## config.mk

```make
export PLATFORM = sky130hd
export DESIGN_NAME = multicycle_control
export DESIGN_NICKNAME = d
export VERILOG_FILES = /design/src/rtl/multicycle_control_pkg.sv /design/src/rtl/multicycle_control_alu_decoder.sv /design/src/rtl/multicycle_control.sv
export SDC_FILE = /design/constraint.sdc
export NUM_CORES = 1
export LEC_CHECK = 0
export ABC_AREA = 1
export CORE_ASPECT_RATIO = 0.5
export CORE_MARGIN = 1
export CORE_UTILIZATION = 55
export DETAILED_ROUTE_END_ITERATION = 10
export PLACE_DENSITY = 0.94
export SYNTH_ARGS = -nofsm -noshare
export SYNTH_HDL_FRONTEND = slang
export SYNTH_SLANG_ARGS = --single-unit
```

## constraint.sdc

```tcl
create_clock -name clk -period 4.54 [get_ports clk]
set_input_delay 0.454 -clock clk [delete_from_list [all_inputs] [get_ports clk]]
set_output_delay 0.454 -clock clk [all_outputs]
set_load 0.01 [all_outputs]
```

## src/rtl/multicycle_control_pkg.sv

```systemverilog
// ============================================================================
// multicycle_control_pkg -- states, instruction classes, opcodes, ALU codes
// Revision 1.0
// ============================================================================
`default_nettype none

package multicycle_control_pkg;

   typedef enum logic [2:0] {
      ST_IDLE   = 3'd0,
      ST_FETCH  = 3'd1,
      ST_DECODE = 3'd2,
      ST_EXEC   = 3'd3,
      ST_MEM    = 3'd4,
      ST_WB     = 3'd5,
      ST_TRAP   = 3'd6
   } state_t;

   typedef enum logic [2:0] {
      CL_NONE = 3'd0,
      CL_R    = 3'd1,
      CL_I    = 3'd2,
      CL_B    = 3'd3,
      CL_S    = 3'd4,
      CL_L    = 3'd5
   } iclass_t;

   localparam logic [6:0] OP_R = 7'b0110011;
   localparam logic [6:0] OP_I = 7'b0010011;
   localparam logic [6:0] OP_B = 7'b1100011;
   localparam logic [6:0] OP_S = 7'b0100011;
   localparam logic [6:0] OP_L = 7'b0000011;

   localparam logic [3:0] ALU_ADD = 4'b0000;
   localparam logic [3:0] ALU_SUB = 4'b0001;
   localparam logic [3:0] ALU_AND = 4'b0010;
   localparam logic [3:0] ALU_OR  = 4'b0011;
   localparam logic [3:0] ALU_CMP = 4'b1111;

   function automatic iclass_t classify(input logic [6:0] op);
      case (op)
         OP_R:    return CL_R;
         OP_I:    return CL_I;
         OP_B:    return CL_B;
         OP_S:    return CL_S;
         OP_L:    return CL_L;
         default: return CL_NONE;
      endcase
   endfunction

endpackage

`default_nettype wire

```

## src/rtl/multicycle_control_alu_decoder.sv

```systemverilog
// ============================================================================
// alu_decoder -- maps (class, funct3, funct7) to ALU code, operand select, legality
// Revision 1.0
// ============================================================================
`default_nettype none

module alu_decoder
   import multicycle_control_pkg::*;
(
   input  logic [2:0] cls,
   input  logic [2:0] funct3,
   input  logic [6:0] funct7,
   output logic [3:0] alu_code,
   output logic       alu_src_imm,
   output logic       legal
);

   always_comb begin
      alu_code    = ALU_ADD;
      alu_src_imm = 1'b0;
      legal       = 1'b0;
      case (cls)
         CL_R: begin
            case (funct3)
               3'b000: begin
                  if (funct7 == 7'b0000000) begin
                     legal = 1'b1;
                  end else if (funct7 == 7'b0100000) begin
                     alu_code = ALU_SUB;
                     legal    = 1'b1;
                  end
               end
               3'b111: begin
                  alu_code = ALU_AND;
                  legal    = 1'b1;
               end
               3'b110: begin
                  alu_code = ALU_OR;
                  legal    = 1'b1;
               end
               default: legal = 1'b0;
            endcase
         end
         CL_I: begin
            alu_src_imm = 1'b1;
            case (funct3)
               3'b000: legal = 1'b1;
               3'b111: begin
                  alu_code = ALU_AND;
                  legal    = 1'b1;
               end
               3'b110: begin
                  alu_code = ALU_OR;
                  legal    = 1'b1;
               end
               default: legal = 1'b0;
            endcase
         end
         CL_B: begin
            alu_code = ALU_CMP;
            legal    = (funct3 == 3'b000) || (funct3 == 3'b001);
         end
         CL_S, CL_L: begin
            // Address generation: base + immediate
            alu_src_imm = 1'b1;
            legal       = 1'b1;
         end
         default: legal = 1'b0;
      endcase
   end

endmodule

`default_nettype wire

```

## src/rtl/multicycle_control.sv

```systemverilog
// ============================================================================
// multicycle_control -- multicycle CPU control FSM with memory timeout trap
// Revision 1.0
// ============================================================================
`default_nettype none

module multicycle_control
   import multicycle_control_pkg::*;
#(
   parameter int ALU_CTRL_W  = 4,
   parameter int MEM_TIMEOUT = 16,
   parameter int CNT_W       = 32
) (
   input  logic                  clk,
   input  logic                  rst_n,
   input  logic [6:0]            opcode,
   input  logic [2:0]            funct3,
   input  logic [6:0]            funct7,
   input  logic                  zero,
   input  logic                  mem_ready,
   output logic                  mem_req,
   output logic                  mem_we,
   output logic                  ir_write,
   output logic                  pc_write,
   output logic                  pc_branch,
   output logic                  alu_src_imm,
   output logic                  mem_to_reg,
   output logic                  reg_write,
   output logic [ALU_CTRL_W-1:0] alu_control,
   output logic                  trap,
   output logic [CNT_W-1:0]      instret
);

   // Counter spans 0..MEM_TIMEOUT-1; the last value is the final allowed cycle
   localparam int              WAIT_W    = (MEM_TIMEOUT < 2) ? 1 : $clog2(MEM_TIMEOUT);
   localparam logic [WAIT_W-1:0] WAIT_LAST = WAIT_W'(MEM_TIMEOUT - 1);

   state_t            state;
   state_t            next_state;
   iclass_t           cls_r;
   iclass_t           dec_cls;
   logic [3:0]        alu_r;
   logic              imm_r;
   logic              bne_r;
   logic [3:0]        dec_code;
   logic              dec_imm;
   logic              dec_legal;
   logic [WAIT_W-1:0] wait_cnt;
   logic              wait_done;
   logic              retire;

   assign dec_cls = classify(opcode);

   alu_decoder u_alu_decoder (
      .cls         (dec_cls),
      .funct3      (funct3),
      .funct7      (funct7),
      .alu_code    (dec_code),
      .alu_src_imm (dec_imm),
      .legal       (dec_legal)
   );

   assign wait_done = (wait_cnt == WAIT_LAST);

   assign retire = (state == ST_WB) ||
                   ((state == ST_EXEC) && (cls_r == CL_B)) ||
                   ((state == ST_MEM) && (cls_r == CL_S) && mem_ready);

   always_ff @(posedge clk or negedge rst_n) begin
      if (!rst_n) begin
         state <= ST_IDLE;
      end else begin
         state <= next_state;
      end
   end

   always_comb begin
      next_state = state;
      case (state)
         ST_IDLE:   next_state = ST_FETCH;
         ST_FETCH: begin
            if (mem_ready)      next_state = ST_DECODE;
            else if (wait_done) next_state = ST_TRAP;
         end
         ST_DECODE: next_state = dec_legal ? ST_EXEC : ST_TRAP;
         ST_EXEC: begin
            case (cls_r)
               CL_R, CL_I: next_state = ST_WB;
               CL_S, CL_L: next_state = ST_MEM;
               CL_B:       next_state = ST_FETCH;
               default:    next_state = ST_TRAP;
            endcase
         end
         ST_MEM: begin
            if (mem_ready)      next_state = (cls_r == CL_L) ? ST_WB : ST_FETCH;
            else if (wait_done) next_state = ST_TRAP;
         end
         ST_WB:     next_state = ST_FETCH;
         ST_TRAP:   next_state = ST_TRAP;
         default:   next_state = ST_TRAP;
      endcase
   end

   always_comb begin
      mem_req     = 1'b0;
      mem_we      = 1'b0;
      ir_write    = 1'b0;
      pc_write    = 1'b0;
      pc_branch   = 1'b0;
      alu_src_imm = 1'b0;
      mem_to_reg  = 1'b0;
      reg_write   = 1'b0;
      alu_control = '0;
      trap        = 1'b0;
      case (state)
         ST_FETCH: begin
            mem_req  = 1'b1;
            ir_write = mem_ready;
            pc_write = mem_ready;
         end
         ST_EXEC: begin
            alu_control = ALU_CTRL_W'(alu_r);
            alu_src_imm = imm_r;
            if (cls_r == CL_B) begin
               pc_branch = bne_r ? !zero : zero;
            end
         end
         ST_MEM: begin
            mem_req = 1'b1;
            mem_we  = (cls_r == CL_S);
         end
         ST_WB: begin
            reg_write  = 1'b1;
            mem_to_reg = (cls_r == CL_L);
         end
         ST_TRAP:  trap = 1'b1;
         default:  trap = 1'b0;
      endcase
   end

   // Decode results are captured once so later stages ignore IR changes
   always_ff @(posedge clk or negedge rst_n) begin
      if (!rst_n) begin
         cls_r <= CL_NONE;
         alu_r <= ALU_ADD;
         imm_r <= 1'b0;
         bne_r <= 1'b0;
      end else if (state == ST_DECODE) begin
         cls_r <= dec_cls;
         alu_r <= dec_code;
         imm_r <= dec_imm;
         bne_r <= funct3[0];
      end
   end

   // Any exit from FETCH/MEM leaves the counter cleared for the next entry
   always_ff @(posedge clk or negedge rst_n) begin
      if (!rst_n) begin
         wait_cnt <= '0;
      end else if (((state == ST_FETCH) || (state == ST_MEM)) && (next_state == state)) begin
         wait_cnt <= wait_cnt + WAIT_W'(1);
      end else begin
         wait_cnt <= '0;
      end
   end

   always_ff @(posedge clk or negedge rst_n) begin
      if (!rst_n) begin
         instret <= '0;
      end else if (retire) begin
         instret <= instret + CNT_W'(1);
      end
   end

endmodule

`default_nettype wire

```

# Word-level counts from Yosys, hierarchy flattened
# Cells that the tools add are included.
# Widths: inputs -> output; s select.
[totals] register_bits=48 inputBits=21 out_inout_bits=45 word_cells=87
[classes] addsub=2 n_eq_ne=27 n_mux=31 n_reduce_logical=20
[op_table] op="$add 32x1->32 const B" n=1
[op_table] op="$pmux 3 s5" n=2
[op_table] op="$eq 3x3->1 const B" n=9
[op_table] op="$pmux 4 s3" n=2
[op_table] op="$eq 7x6->1 const B" n=3
[op_table] op="$eq 3x2->1 const B" n=6
[op_table] op="$mux 1" n=15
[op_table] op="$mux 3" n=5
[op_table] op="$eq 3x1->1 const B" n=4
[op_table] op="$mux 4" n=3
[op_table] op="$reduce_or 2->1" n=6
[op_table] op="$pmux 3 s3" n=1
[op_table] op="$eq 7x2->1 const B" n=1
[op_table] op="$eq 7x5->1 const B" n=1
[op_table] op="$eq 7x7->1 const B" n=1
[op_table] op="$logic_not 7->1" n=1
[op_table] op="$logic_not 3->1" n=2
[op_table] op="$reduce_or 3->1" n=2
[op_table] op="$add 4x1->4 const B" n=1
[op_table] op="$eq 4x4->1 const B" n=1
[op_table] op="$logic_and 1x1->1" n=4
[op_table] op="$logic_or 1x1->1" n=4
[op_table] op="$pmux 1 s4" n=1
[op_table] op="$pmux 2 s2" n=1
[op_table] op="3 further kinds" n=3

# Longest topological paths before layout
# Gate-level depths: netlist (run 1).
[depth] word_depth=10 ltp_mapped=12 mapped_depth_nobuf=12

# Hierarchy
# Synthesis (run 1) repeated with hierarchy kept, for this count alone.
[hier_totals] cells_unflattened=442 hier_area_um2=3081.7
[by_module_without_submodules] module="multicycle_control" instances=1 cells_each=403 area_each_um2=2891.5 seq_area_each_um2=1201.2
[by_module_without_submodules] module="alu_decoder" instances=1 cells_each=39 area_each_um2=190.2 seq_area_each_um2=0.0

# Least setup slack after synthesis (run 1)
# OpenSTA, ideal clock, no wires.
[synth_timing] kind="register to output" from="register state[1]" to="output mem_to_reg" t_arrival_ps=1163 required_time_ps=4086 path_slack_ps=2923 stages_incl_launch_ff=6 n_path_buf=0 path_cell_list="dfrtp_1 -> inv_2 -> nand2_1 -> nor2_4 -> inv_1 -> nor4_1"
[synth_via] elab_chain_len=2
[synth_lines] item="start, declared" line="multicycle_control.sv:38" text="state_t state;"
[synth_lines] item="start signal, assigned" line="multicycle_control.sv:73" text="state <= next_state;"
[synth_lines] item="$eq 3x3->1" line="multicycle_control.sv:115" text="case (state)"
[synth_lines] item="$mux 1" line="multicycle_control.sv:115"
[synth_lines] item="end, declared" line="multicycle_control.sv:27" text="output logic mem_to_reg,"
# Every way passes these cells.

# Worst setup path after layout (run 1)
# Ends and elaborated chain as after synthesis.

==> results of run 1 <==
[layer usage]
layer,wire length [um],vias to the layer above,GRT usage (%)
met4,86,0,6.02
met1,3130,1341,32.6
met2,3250,94,48.1
li1,-,1448,-
met3,372,13,5.33
met5,0,-,0
[Yosys cell counts (all sizes together)]
cell type / number
a21oi: 4
a22oi: 1
buf: 7
clkbuf: 1
dfrtp: 47
ha: 2
inv: 53
nand2: 123
nand3: 24
nand4: 4
nor2: 65
nor3: 25
nor4: 4
o211ai: 3
o21ai: 23
o21bai: 1
xnor2: 6
xor2: 26
[critical path, cell delays in order, from the launching register on]
cell and delay (ns):
dfrtp_1 0.45, inv_2 0.13, nand2_1 0.10, nor2_4 0.11, inv_1 0.07, nor4_1 0.25
clkdlybuf4s50_1 0.61
[cell families after synthesis]
family / share of synthesized area (%)
adders and majority gates: 0.838
and+or+nand+nor: 35.7
xor gates and xnor gates: 9.39
AOI/OAI and AO/OA: 5.79
DFF: 39.4
buffers and inverters: 8.85
[per-stage QoR]
step	instance area, sq um	util, %	hold WS (ns)	power, uW
2_1_floorplan	2980	-	0.158	1020
3_3_place_gp	3650	72.1	0.451	1220
3_5_place_dp	3650	72.1	0.465	1250
4_1_cts	3740	73.8	0.349	1500
5_1_grt	3740	73.8	0.406	1610
6_report	3740	73.8	0.313	1490
[cell type report]
type                       instances  area [sq um]
multi-input combinational        311          1540
inverter                          53           199
sequential                        47          1180
clock inverter                     3          20.0
fill                             399          1330
tap                               70          87.6
clock buffer                       5          68.8
timing repair buffer              65           646
[state kept, by name (all words and copies together) (netlist names)]
name      flops
state         3
imm_r         1
cls_r         3
instret      32
wait_cnt      4
bne_r         1
alu_r         3
[power by group]
part	internal, uW	switching [uW]
combinational	257	384
sequential	503	92.8
clock	107	150
total	868	627
[final timing paths]
kind                             start          end  slack [ns]  cells past startpoint
setup / recovery              state[1]   mem_to_reg        2.06                      6
hold / removal                   rst_n        imm_r        0.31                      1
setup reg to reg              state[0]  instret[12]        2.36                     10
hold reg to reg            wait_cnt[0]  wait_cnt[0]        0.47                      1
max in group asynchronous        rst_n  instret[30]        3.61                      1
min in group clk           wait_cnt[0]  wait_cnt[0]        0.47                      1
==> impl_metrics.csv, run 1 <==
group,metric,value,unit
route,vias,2896,
global_routing,grt_pass1_wl,11500,um
floorplan,initial_core_util,58.9,%
clock_tree,clk_latency,0.31,ns
logic_synthesis,synth-seq-cells,47,
logic_synthesis,synth.net_count,442,
clock_tree,ctsResizeCount,0,
clock_tree,postCtsSetupBuffers,0,
pwr,power-per-cell-area,400,nW/um^2
place,placed_cells,546,
logic_synthesis,yosys.area.top_type,"dfrtp_1",
layout,final_nets,506,
global_routing,grt_max_degree,48,
logic_synthesis,yosysWarnings,0,
clock_tree,numCtsBuffers,5,
timing,clock_skew,0.0121,ns
worst_setup_path,critPathMaxFanout,6,
clock_tree,cts_num_sinks,47,
global_routing,grt-ovfl-total,0,
route,ant_nets,0,
min_path,hold_class,"primary input to async pin",
clock_tree,clkSlewWorstSetupHoldPaths,0.09,ns
timing,fin_crit,2.48,ns
floorplan,core_area,5070,sq um
logic_synthesis,synth.avg_cell_area,7.12,sq um
logic_synthesis,yosysSeqAreaShare,39.4,%
layout,fin_cells,554,
worst_setup_path,critPathRequiredTime,4.09,ns
run,drv_cap,0,
clock_tree,clock_path_buffers,2,
floorplan,die_w,106,um
clock_tree,root_buffer,"clkbuf_8",
layout,drive_gt1_share,4.96,%
global_routing,grt.total_usage,26.1,%
status,status,"finished, final reports clean",
route,avgViaCountPerCell,5.23,
place,io_buffers,65,
pwr,p_leak,0.00164,uW
timing,slew_headroom,33.0,%
layout,final_cell_mix,"nand2_1 (120), clkdlybuf4s50_1 (64), nor2_1 (62), inv_1 (50), dfrtp_1 (47)",
place,place_ws,2.18,ns
layout,antenna_cells,0,
timing,finalCritPeriodShare,54.6,%
worst_setup_path,end_kind,"output port",
global_routing,grt_pass1_vias,2684,
timing,setup_viol,0,
timing,rsz0062_at_grt,"false",
layout,syn2layout_area_growth,25.4,%
floorplan,die_area,5740,sq um
clock_tree,htreeDepth,2,
route,dr.pass1.iters,5,
logic_synthesis,synthTopCellsByArea,"dfrtp_1 (39%), nand2_1 (15%), nor2_1 (7.8%)",
route,post-route-drc-count,0,
global_routing,antenna_found_initial,0,
timing,fin_ws,2.06,ns
route,drtIter0Drc,124,
worst_setup_path,start_kind,"flop",
place,hpwl,5390,um
clock_tree,ctsHoldBuffers,0,
pwr,ir_drop,0.323,mV
timing,clock.fmax,404,MHz
floorplan,num_rows,18,
timing,final-hold-violation-count,0,
timing,drv_slew,0,
place,gp_congestion,0.940,
route,totalWireLength,6840,um
worst_setup_path,path_class,"flop to output port",
floorplan,io_pins,66,
logic_synthesis,netlist_instances,419,
clock_tree,cts_tree,"yes",
timing,tightest_slew,1.00,ns
worst_setup_path,critPathArrivalTime,2.02,ns
logic_synthesis,synthDistinctLibCells,28,
layout,layout_commonest_cell,"nand2_1",
floorplan,die_h,54.1,um
route,wl_per_cell,12.4,um
logic_synthesis,synthDominantCellAreaShare,39.4,%
logic_synthesis,syn-cell-area,2980,sq um
timing,fin_tns_setup,0,ns
(Power assumes the default switching activity.)
==> run 2: changes to the inputs <==
--- a/config.mk
+++ b/config.mk
@@ -8,9 +8,9 @@
 export ABC_AREA = 1
 export CORE_ASPECT_RATIO = 0.5
 export CORE_MARGIN = 1
-export CORE_UTILIZATION = 55
+export CORE_UTILIZATION = 46
 export DETAILED_ROUTE_END_ITERATION = 10
-export PLACE_DENSITY = 0.94
+export PLACE_DENSITY = 0.85
 export SYNTH_ARGS = -nofsm -noshare
 export SYNTH_HDL_FRONTEND = slang
 export SYNTH_SLANG_ARGS = --single-unit
==> constraint.sdc (replaced) <==
create_clock -name clk -period 2.05 [get_ports clk]
set_input_delay 0.205 -clock clk [delete_from_list [all_inputs] [get_ports clk]]
set_output_delay 0.205 -clock clk [all_outputs]
set_load 0.01 [all_outputs]
==> run 2 against run 1 <==
Hold slack worse by 0.024 ns. Sequential cell count unchanged. Count of clock-buffer cells in the layout up 2. Largest power group unchanged.
==> impl_metrics.csv, run 2 (synthesis gave the netlist of run 1 again) <==
group,metric,value,unit
worst_setup_path,timing.rr.start,"state[0]",
worst_setup_path,worstSetupStartpoint,"state[2]",
timing,final-hold-violation-count,0,
timing,finalCritPeriodShare,94.8,%
layout,antenna_cells,0,
route,avgViaCountPerCell,4.89,
floorplan,io_pins,66,
worst_setup_path,reg2reg_to,"instret[4]",
clock_tree,clock_path_buffers,2,
pwr,p_leak,0.00171,uW
worst_setup_path,critPathSlowestCell,"clkdlybuf4s50_1",
route,wl_per_cell,11.7,um
timing,tightest_slew,0.352,ns
global_routing,grt.total_usage,21.2,%
layout,drive_gt1_share,5.91,%
pwr,ir_drop,0.601,mV
worst_setup_path,end_kind,"output port",
global_routing,grt-ovfl-total,0,
global_routing,grt_pass1_vias,2519,
floorplan,die_area,6830,sq um
clock_tree,root_buffer,"clkbuf_16",
route,vias,2830,
worst_setup_path,max_stage_delay,0.56,ns
floorplan,initial_core_util,48.5,%
layout,reg_top3,"instret: 32 flops, wait_cnt: 4 flops",
layout,largest-register,"instret",
worst_setup_path,worst-r2r-setup-slack,0.30,ns
pwr,total_power,3580,uW
route,wl_met3,384,um
timing,setup_viol,0,
route,post-route-drc-count,0,
floorplan,num_rows,20,
timing,drv_slew,0,
clock_tree,clkSlewWorstSetupHoldPaths,0.07,ns
clock_tree,postCtsSetupBuffers,0,
timing,clock.fmax,514,MHz
timing,fin_crit,1.94,ns
clock_tree,cts_num_sinks,47,
layout,syn2layout_area_growth,29.8,%
global_routing,grt_pass1_wl,11400,um
route,ant_nets,0,
pwr,power-per-cell-area,923,nW/um^2
timing,slew_headroom,76.4,%
timing,fin_tns_setup,0,ns
worst_setup_path,cp_cell_sequence,"inv_4 > nand3_4 > nor3_1 > clkdlybuf4s50_1",
clock_tree,numCtsBuffers,5,
route,highest_layer,"met4",
worst_setup_path,critPathRequiredTime,1.85,ns
place,gp_congestion,0.922,
layout,layout_commonest_cell,"nand2_1",
floorplan,core_area,6160,sq um
route,totalWireLength,6760,um
min_path,hold_class,"primary input to async pin",
place,hpwl,5350,um
timing,hold_slack,0.289,ns
floorplan,die_h,59.0,um
global_routing,antenna_found_initial,0,
floorplan,die_w,116,um
layout,final_nets,513,
layout,largest_reg_flops,32,
worst_setup_path,path_class,"flop to output port",
clock_tree,clk_latency,0.28,ns
route,drtIter0Drc,128,
worst_setup_path,critPathMaxFanout,8,
timing,clock_skew,0.00570,ns
place,io_buffers,65,
status,status,"finished, final reports clean",
route,dr.pass1.iters,5,
run,drv_cap,0,
layout,final_cell_mix,"nand2_1 (120), nor2_1 (62), clkdlybuf4s50_1 (62), inv_1 (50), dfrtp_1 (47)",
global_routing,grt_max_degree,30,
clock_tree,htreeDepth,2,
worst_setup_path,r2r_cells,9,
worst_setup_path,start_kind,"flop",
timing,rsz0062_at_grt,"false",
layout,fillCellCount,555,
route,wl_met1,3240,um
clock_tree,cts_tree,"yes",
worst_setup_path,critPathArrivalTime,1.74,ns
route,dr_wl_met2,3110,um
==> run 2: cell type report <==
type	instances	area, sq um	area share, %
tap	88	110	2.84
inverter	53	201	5.20
clock inverter	1	5.00	0.129
clock buffer	7	133	3.42
timing repair buffer	72	698	18.0
sequential	47	1180	30.4
multi-input combinational	311	1550	40.0
==> run 2: what timing repair did <==
action,4_1_cts,5_1_grt
pin swaps,0,0
setup endpoints to repair,2,4
endpoints found under the hold margin,5,0
resized for setup,2,2
hold buffers,1,0
==> run 2: worst max path at each step <==
stage,depth (start not counted),to
final,4,pc_branch
after global placement,6,mem_to_reg
after floorplan,8,instret[27]
after detailed placement,4,ir_write
after CTS,4,pc_branch
after global routing,4,pc_branch
==> run 2: routing by layer <==
metal	vias to the layer above	GRT usage, %
met3	4	4.02
met2	75	35.2
met5	-	0
met1	1287	30.2
li1	1464	-
met4	0	2.01
==> run 2: per-stage QoR <==
step,util [%],worst slack [ns],instances,instance area (sq um)
after global routing,62.9,0.0282,579,3870
after detailed placement,60.4,0.219,570,3720
final,62.9,0.106,579,3870
after CTS,62.8,0.0690,579,3860
after global placement,60.4,0.213,570,3720
after floorplan,-,0.568,419,2980
==> run 2: worst max-delay path, delay by kind of cell, from the launching register on <==
| family | cells | cell delay, ns |
|---|---|---|
| buffers and inverters | 2 | 0.70 |
| DFF | 1 | 0.44 |
| and+or+nand+nor | 2 | 0.32 |
==> run 2: power by group <==
part           internal, uW  switching, uW
Clock                   452            337
Sequential             1120            204
Combinational           613            854
Total                  2180           1400
==> run 3: changes to the inputs <==
--- a/config.mk
+++ b/config.mk
@@ -7,9 +7,10 @@
 export LEC_CHECK = 0
 export ABC_AREA = 1
 export CORE_ASPECT_RATIO = 0.5
-export CORE_MARGIN = 1
+export CORE_MARGIN = 10
 export CORE_UTILIZATION = 46
 export DETAILED_ROUTE_END_ITERATION = 10
+export GPL_TIMING_DRIVEN = 1
 export PLACE_DENSITY = 0.85
 export SYNTH_ARGS = -nofsm -noshare
 export SYNTH_HDL_FRONTEND = slang
==> run 3 against run 2 <==
Highest routed layer unchanged. The flow now finishes with violations (negative hold slack). First-iteration DRC count is 89% higher. Worst setup slack better by 0.0050 ns. Critical endpoint is now mem_req. Critical path type unchanged. Core utilization is 0.66 points lower.
==> impl_metrics.csv, run 3 (synthesis gave the netlist of run 1 again) <==
group,metric,value,unit
status,status,"complete, but fails checks",
status,violations,"negative hold slack",
route,totalWireLength,7480,um
worst_setup_path,timing.critical_path.buf_inv,2,
worst_setup_path,worstSetupStartpoint,"state[0]",
worst_setup_path,critPathMaxFanout,6,
clock_tree,clkSlewWorstSetupHoldPaths,0.06,ns
clock_tree,ctsHoldBuffers,0,
route,dr.pass1.iters,5,
worst_setup_path,critPathArrivalTime,1.73,ns
floorplan,io_pins,66,
place,dpl-instance-area,3700,sq um
worst_setup_path,path_class,"flop to output port",
clock_tree,cts_tree,"yes",
timing,clock_skew,0.00578,ns
timing,fin_tns_setup,0,ns
place,gp_congestion,0.866,
place,place_ws,0.162,ns
timing,tightest_slew,0.584,ns
clock_tree,clk_latency,0.29,ns
clock_tree,clock_path_buffers,2,
floorplan,die_w,134,um
timing,fin_ws,0.111,ns
timing,hold_slack,-0.000883,ns
global_routing,grt-ovfl-total,0,
worst_setup_path,critPathSlowestCell,"clkdlybuf4s50_1",
global_routing,grt_max_degree,48,
place,io_buffers,65,
place,hpwl,6040,um
floorplan,initial_core_util,48.3,%
global_routing,antenna_found_initial,0,
worst_setup_path,critPathRequiredTime,1.85,ns
layout,drive_gt1_share,5.53,%
global_routing,grt_pass1_wl,13000,um
clock_tree,htreeDepth,2,
clock_tree,root_buffer,"clkbuf_16",
layout,largest-register,"instret",
timing,drv_slew,0,
global_routing,grt.total_usage,14.9,%
global_routing,grt_use_met3,3.71,%
layout,antenna_cells,0,
worst_setup_path,cpLargestDelayFamily,"buffers and inverters",
layout,largest_reg_flops,32,
clock_tree,postCtsSetupBuffers,0,
worst_setup_path,worst-r2r-setup-slack,0.29,ns
pwr,ir_drop,0.377,mV
route,vias,2872,
pwr,power-per-cell-area,929,nW/um^2
timing,final-hold-violation-count,1,
worst_setup_path,end_kind,"output port",
floorplan,die_area,10300,sq um
clock_tree,numCtsBuffers,5,
timing,slew_headroom,61.0,%
run,drv_cap,0,
worst_setup_path,max_stage_delay,0.55,ns
layout,utilization,62.2,%
worst_setup_path,cp_cell_sequence,"inv_1 > nand3_2 > nand2_1 > clkdlybuf4s50_1",
worst_setup_path,timing.rr.start,"state[0]",
global_routing,grt_busiest_layer,"met2",
timing,rsz0062_at_grt,"false",
global_routing,grt_util_met2,25.4,%
floorplan,core_area,6180,sq um
timing,clock.fmax,516,MHz
route,avgViaCountPerCell,4.99,
layout,syn2layout_area_growth,28.9,%
floorplan,die_h,77.0,um
timing,finalCritPeriodShare,94.6,%
worst_setup_path,start_kind,"flop",
global_routing,grt_pass1_vias,2821,
min_path,hold_class,"primary input to async pin",
timing,fin_crit,1.94,ns
layout,final_cell_mix,"nand2_1 (120), nor2_1 (61), clkdlybuf4s50_1 (61), inv_1 (50), dfrtp_1 (47)",
layout,reg_top3,"instret: 32 flops, wait_cnt: 4 flops",
pwr,p_leak,0.00171,uW
route,post-route-drc-count,0,
clock_tree,cts_num_sinks,47,
layout,stdcell_area,3850,sq um
route,ant_nets,0,
route,drtIter0Drc,242,
layout,layout_commonest_cell,"nand2_1",
floorplan,num_rows,20,
route,wl_per_cell,13.0,um
layout,final_nets,510,
timing,setup_viol,0,
global_routing,met1_usage,18.4,%
run 3: cell type report:
| type | instances | area [sq um] |
|---|---|---|
| Tap cell | 88 | 110 |
| Clock buffer | 7 | 133 |
| Timing Repair Buffer | 69 | 676 |
| Clock inverter | 1 | 5.00 |
| Fill cell | 562 | 2330 |
| Inverter | 53 | 201 |
| Sequential cell | 47 | 1180 |
| Multi-Input combinational cell | 311 | 1550 |
run 3: path summary, 6_finish.rpt:
kind / end / cells past startpoint
max in group asynchronous: instret[15] / 2
min reg2reg: wait_cnt[0] / 1
max: mem_req / 4
min in group clk: wait_cnt[0] / 1
max reg2reg: instret[12] / 10
min: imm_r / 2
run 3: metal layers:
layer	wire length, um	up-vias	share of wire (%)
met1	3360	1332	45
met4	74	0	0.99
li1	-	1457	-
met2	3650	72	49
met3	400	11	5.3
met5	0	-	0
run 3: report_power, final:
part           leakage, uW  switching (uW)  total [uW]  internal, uW
Clock            0.0000679             332         783           451
Combinational      0.00103             871        1470           602
Sequential        0.000620             202        1320          1120
run 3: what timing repair did:
action | CTS | global route
endpoints found under the setup margin | 2 | 3
resized for setup | 2 | 3
endpoints found under the hold margin | 0 | 0
run 3: per-stage QoR:
| stage | hold slack [ns] | power (uW) | std cells |
|---|---|---|---|
| 2_1_floorplan | -0.0906 | 2260 | 419 |
| 6_report | -0.000883 | 3570 | 576 |
| 3_3_place_gp | 0.327 | 2760 | 568 |
| 5_1_grt | 0.0753 | 3840 | 576 |
| 4_1_cts | 0.0330 | 3580 | 576 |
| 3_5_place_dp | 0.331 | 2800 | 568 |
run 3: worst register-to-register path: stages (launching register included):
cell,delay (ns)
dfrtp_1,0.47
inv_1,0.17
nand3_2,0.13
inv_1,0.08
nand4_1,0.10
nand2_2,0.18
nand2_2,0.09
nor2_2,0.15
nand2_2,0.09
o21ai_1,0.13
nand2_1,0.06
==> RTL edit 1 (config.mk and constraints of run 2) <==
`MEM_TIMEOUT`: 16 -> 8.
--- a/src/rtl/multicycle_control.sv
+++ b/src/rtl/multicycle_control.sv
@@ -10,3 +10,3 @@
    parameter int ALU_CTRL_W  = 4,
-   parameter int MEM_TIMEOUT = 16,
+   parameter int MEM_TIMEOUT = 8,
    parameter int CNT_W       = 32
Function: changed (a bounded check fails within 10 cycles, from zero or initial values and one cycle with rst_n low).
==> RTL edit 1 against run 2 <==
Setup slack worse by 0.0081 ns. First-iteration DRC count shrank 21%. Largest cell class unchanged. Cell area rose by 0.36%. Non-clock buffer count is the same. Critical endpoint unchanged. Area after synthesis shrank 1.5%. Wire length shrank 0.67%. Sequential cell count down 1. Total power decreased by 4.1%. Largest power group is now registers.
==> RTL edit 1: results (changes against run 2) <==
| Metric | Value |
|---|---|
| Largest net degree at the start of global routing | `24 (-20%)` |
| Syn nets | `416 (-5.9%)` |
| Peak supply drop | `0.379 mV (-37%)` |
| Area post-placement | `0.00368 mm² (-0.94%)` |
| Clock root buffer | `clkbuf_16` |
| Sequential cell area | `0.00115 mm² (-1.9%)` |
| Post-synthesis sequential area ratio | `39.2% (-0.25 points)` |
| Layout cells sized above 1 | `8.58% (+2.7 points)` |
| Place WS | `0.228 ns (+0.00875 ns)` |
| Reg2reg start | `instret[0]$_DFFE_PN0P_` |
| DP HPWL | `5.24 mm (-2.1%)` |
| Fill cells | `515 (-7.2%)` |
| Dpl cells | `545 (-4.4%)` |
| FFs & Latches | `46 (-2.1%)` |
| DR iter-0 viols | `101 (-21%)` |
| Reg-to-reg slack, setup | `0.20 ns (-0.10 ns)` |
| Hold_ws | `0.321 ns (+0.0317 ns)` |
| Nets | `489 (-4.7%)` |
| Vias in the first global route | `2612 (+3.7%)` |
| Cell leakage power | `1.82 nW (+6.4%)` |
| Worst path slowest cell | `clkdlybuf4s50_1` |
| First-pass GRT wire length | `11.6 mm (+2.2%)` |
| Comb_multi_in | `289 (-7.1%)` |
| Synth Area per Inst | `7.50 µm² (+5.3%)` |
| Reg-to-reg endpoint | `instret[24]$_DFFE_PN0P_` |
| All-Layer GR Usage | `21.8% (+0.56 points)` |
| Status | `finished clean` |
| FF-to-FF path depth | `8 (-1)` |
| DRT Wirelength | `6.71 mm (-0.67%)` |
| Final Instance Area | `0.00389 mm² (+0.36%)` |
| Non-clk buf share | `18.4% (+0.32 points)` |
| Multi-input gate area | `0.00155 mm² (+0.16%)` |
| Distinct cell type count of the synthesized netlist | `38 (+36%)` |
| Global placement routability congestion | `0.882 (-4.3%)` |
| Via count | `2826 (-0.14%)` |
RTL edit 1: changes by cell type after synthesis, sizes merged, moves of 2 or more:
cell | before | now
buf | 7 | 5
nand2 | 123 | 107
nor2 | 65 | 55
xor2 | 26 | 22
o21ai | 23 | 21
nor4 | 4 | 7
nand3b | 0 | 2
inv | 53 | 50
xnor2 | 6 | 9
a21oi | 4 | 7
nand4 | 4 | 7
nor3 | 25 | 19
o211ai | 3 | 1
RTL edit 1: metal layers:
metal	vias up	global-route usage (%)	routed length [µm]	share of wire, %
met4	0	4.45	59	0.88
met2	79	38.6	3290	49
met1	1337	29.2	3060	46
li1	1401	-	-	-
met3	9	2.78	303	4.5
met5	-	0	0	0
RTL edit 1: cells by family after synthesis:
kind of cell               count (synthesis)  share of synthesized area [%]
DFF                                       46                           39.2
AOI/OAI and AO/OA                         33                           6.09
xor gates and xnor gates                  31                           9.24
adders and majority gates                  3                           1.28
and+or+nand+nor                          222                           35.8
buffers and inverters                     57                           8.43
RTL edit 1: where the power goes:
| group | internal, mW | switching [mW] | total, mW |
|---|---|---|---|
| Combinational | 0.524 | 0.721 | 1.24 |
| Sequential | 1.08 | 0.195 | 1.27 |
| Clock | 0.571 | 0.344 | 0.915 |
RTL edit 1: what timing repair did:
action,in CTS,in global routing
hold buffers,1,0
endpoints found under the setup margin,1,6
gates resized for setup,1,8
hold endpoints to repair,9,0
RTL edit 1: how the worst max path moves through the flow:
stage | to | slack, ns | depth (start not counted)
after floorplan | instret[24]$_DFFE_PN0P_ | 0.41 | 8
after global placement | ir_write | 0.26 | 4
after detailed placement | ir_write | 0.23 | 4
after CTS | mem_we | 0.04 | 4
after global routing | instret[24]$_DFFE_PN0P_ | 0.01 | 8
final | pc_branch | 0.1 | 4
==> RTL edit 2 (flow settings as in run 2) <==
Made on the original files. Encoding of `state_t`: now one-hot (7 bits for 7 states).
--- a/src/rtl/multicycle_control_pkg.sv
+++ b/src/rtl/multicycle_control_pkg.sv
@@ -8,10 +8,10 @@
 
-   typedef enum logic [2:0] {
-      ST_IDLE   = 3'd0,
-      ST_FETCH  = 3'd1,
-      ST_DECODE = 3'd2,
-      ST_EXEC   = 3'd3,
-      ST_MEM    = 3'd4,
-      ST_WB     = 3'd5,
-      ST_TRAP   = 3'd6
+   typedef enum logic [6:0] {
+      ST_IDLE   = 7'b0000001,
+      ST_FETCH  = 7'b0000010,
+      ST_DECODE = 7'b0000100,
+      ST_EXEC   = 7'b0001000,
+      ST_MEM    = 7'b0010000,
+      ST_WB     = 7'b0100000,
+      ST_TRAP   = 7'b1000000
    } state_t;
Behaviour: no difference found for any inputs over 10 cycles, from zero or initial values and one cycle with rst_n low; not proved beyond that.
==> RTL edit 2 against run 2 <==
Sequential cell count rose by 4. Sequential share of layout area decreased by 1.7 points. Global-route usage up 3.2 points. Wire length increased by 34%. Cell area rose by 15%. Setup slack better by 0.059 ns. Area after synthesis increased by 18%. Core utilization fell by 2.4 points.
Power is not compared: it rests on default switching activity, and its combinational part moved more than twofold at a synthesized area within 25%.
==> RTL edit 2: results (changes against run 2) <==
| Metric | Value |
|---|---|
| IO Port Bufs | `65 (unchanged)` |
| Distinct cell type count of the synthesized netlist | `33 (+18%)` |
| Hold_ws | `0.462 ns (+0.173 ns)` |
| Reg-to-reg slack, setup | `0.26 ns (-0.04 ns)` |
| Net Sw Power | `445 µW` |
| Layout Skew | `0.00581 ns (+0.000111 ns)` |
| Reg2reg start | `state[0]$_DFF_PN1_` |
| Arrival @ worst endpoint | `1.68 ns (-0.06 ns)` |
| Top FF cell, synth | `dfrtp_1` |
| Hold Crit Start | `wait_cnt[0]$_DFF_PN0_` |
| Layout cells sized above 1 | `7.49% (+1.6 points)` |
| DP HPWL | `6.74 mm (+26%)` |
| Hold Crit Class | `flop to flop` |
| All-Layer GR Usage | `24.4% (+3.2 points)` |
| Syn nets | `565 (+28%)` |
| Peak supply drop | `0.315 mV` |
| First-pass GRT wire length | `15.7 mm (+38%)` |
| Most instantiated cells after synthesis | `nand2_1, nor2_1, inv_1` |
| Worst Path Max Fanout | `4 (-4)` |
| Async S/R FF share, synth | `100% (unchanged)` |
| FF-to-FF path depth | `7 (-2)` |
| Min-Delay Path Depth | `1` |
| Residual DRC | `0 (unchanged)` |
| GRT met1 Usage | `31.7% (+1.5 points)` |
| Post-synthesis sequential area ratio | `36.2% (-3.2 points)` |
| Vias in the first global route | `3448 (+37%)` |
| Global placement routability congestion | `0.909 (-1.4%)` |
| Clock Power | `879 µW` |
| Area contributors post-synth | `dfrtp_1, nand2_1, nor2_1` |
| Seq. pwr | `1.01 mW` |
| Transition time of the tightest slew-check pin | `0.652 ns (+0.300 ns)` |
| Detailed Routing Iterations Pass 1 | `5 (unchanged)` |
| Avg WL per Cell | `12.7 µm (+9.2%)` |
| Clk_lat worst skew | `0.30 ns (+0.02 ns)` |
| Nets | `636 (+24%)` |
| Fill cells | `693 (+25%)` |
| Status | `finished clean` |
| Via count | `3651 (+29%)` |
| Biggest regs | `instret: 32 flops, state: 7 flops, wait_cnt: 4 flops` |
| Largest net degree at the start of global routing | `41 (+37%)` |
| Flop pwr share | `50.7%` |
| Clk slew on worst S/H paths | `0.07 ns (about the same)` |
| Met2 global-route usage | `42.3% (+7.1 points)` |
| Inserted Diodes | `0 (unchanged)` |
| Met3 Usage GRT | `4.44% (+0.42 points)` |
| DR iter-0 viols | `287 (+120%)` |
| Reg-to-reg endpoint | `instret[1]$_DFFE_PN0P_` |
-- RTL edit 2: cell count changes after synthesis, moves of 3 or more --
cell | run 2 | this run
xor2_1 | 26 | 16
xnor2_1 | 6 | 1
nor3_1 | 23 | 3
nor2_2 | 2 | 9
nor2_1 | 62 | 83
nand4_1 | 4 | 27
inv_1 | 50 | 66
o211ai_1 | 3 | 0
o21ai_0 | 16 | 7
buf_2 | 1 | 7
nand3_1 | 20 | 29
nand2_1 | 120 | 202
dfrtp_1 | 47 | 50
-- RTL edit 2: per-stage QoR --
step / setup WS [ns] / area [µm²] / cells / util [%]
floorplan: 0.471 / 3530 / 542 / -
finish: 0.164 / 4460 / 710 / 60.5
detailed placement: 0.127 / 4270 / 699 / 57.9
global route: 0.0395 / 4460 / 710 / 60.5
global placement: 0.154 / 4270 / 699 / 57.9
CTS: 0.0415 / 4450 / 710 / 60.4
-- RTL edit 2: cells by family (layout without fill, tap and decap cells) --
kind of cell,Yosys count,count (layout),share of synthesized area (%)
xor+xnor,17,17,4.22
buf+inv,80,152,9.81
compound gates,22,22,3.40
other cells,1,1,0.106
fa+ha+maj,2,2,0.708
simple gates,369,369,45.6
flops,51,51,36.2
-- RTL edit 2: area by class of cell --
type                            instances  area share (%)
Timing Repair Buffer                   77            16.3
Inverter                               67            5.63
Sequential cell                        51            28.6
Tap cell                               96            2.69
Clock buffer                            6            3.11
Clock inverter                          2           0.364
Multi-Input combinational cell        411            43.3
-- RTL edit 2: worst max path at each step --
stage | startpoint | to | slack (ns) | cells past startpoint
after floorplan | instret[0]$_DFFE_PN0P_ | instret[30]$_DFFE_PN0P_ | 0.47 | 10
after global placement | state[3]$_DFF_PN0_ | mem_we | 0.15 | 6
after detailed placement | state[3]$_DFF_PN0_ | mem_we | 0.13 | 6
after CTS | state[3]$_DFF_PN0_ | trap | 0.04 | 4
after global routing | state[4]$_DFF_PN0_ | alu_control[3] | 0.04 | 6
final | state[3]$_DFF_PN0_ | reg_write | 0.16 | 4
-- RTL edit 2: routing by layer --
layer	vias to the layer above	wire length, µm	share of wire (%)
li1	1824	-	-
met1	1678	4110	45
met2	140	4230	47
met3	9	627	6.9
met4	0	84	0.93
met5	-	0	0
-- RTL edit 2: what timing repair did --
action | 4_1_cts | 5_1_grt
hold buffers | 1 | 0
resized for setup | 16 | 2
setup buffers | 2 | 0
pin swaps | 0 | 0
endpoints found under the hold margin | 23 | 0
setup endpoints to repair | 11 | 2
-- RTL edit 2: critical path, delay by kind of cell, from the launching register on --
family,cells,cell delay [ns]
buf+inv,1,0.55
flops,1,0.42
simple gates,3,0.41
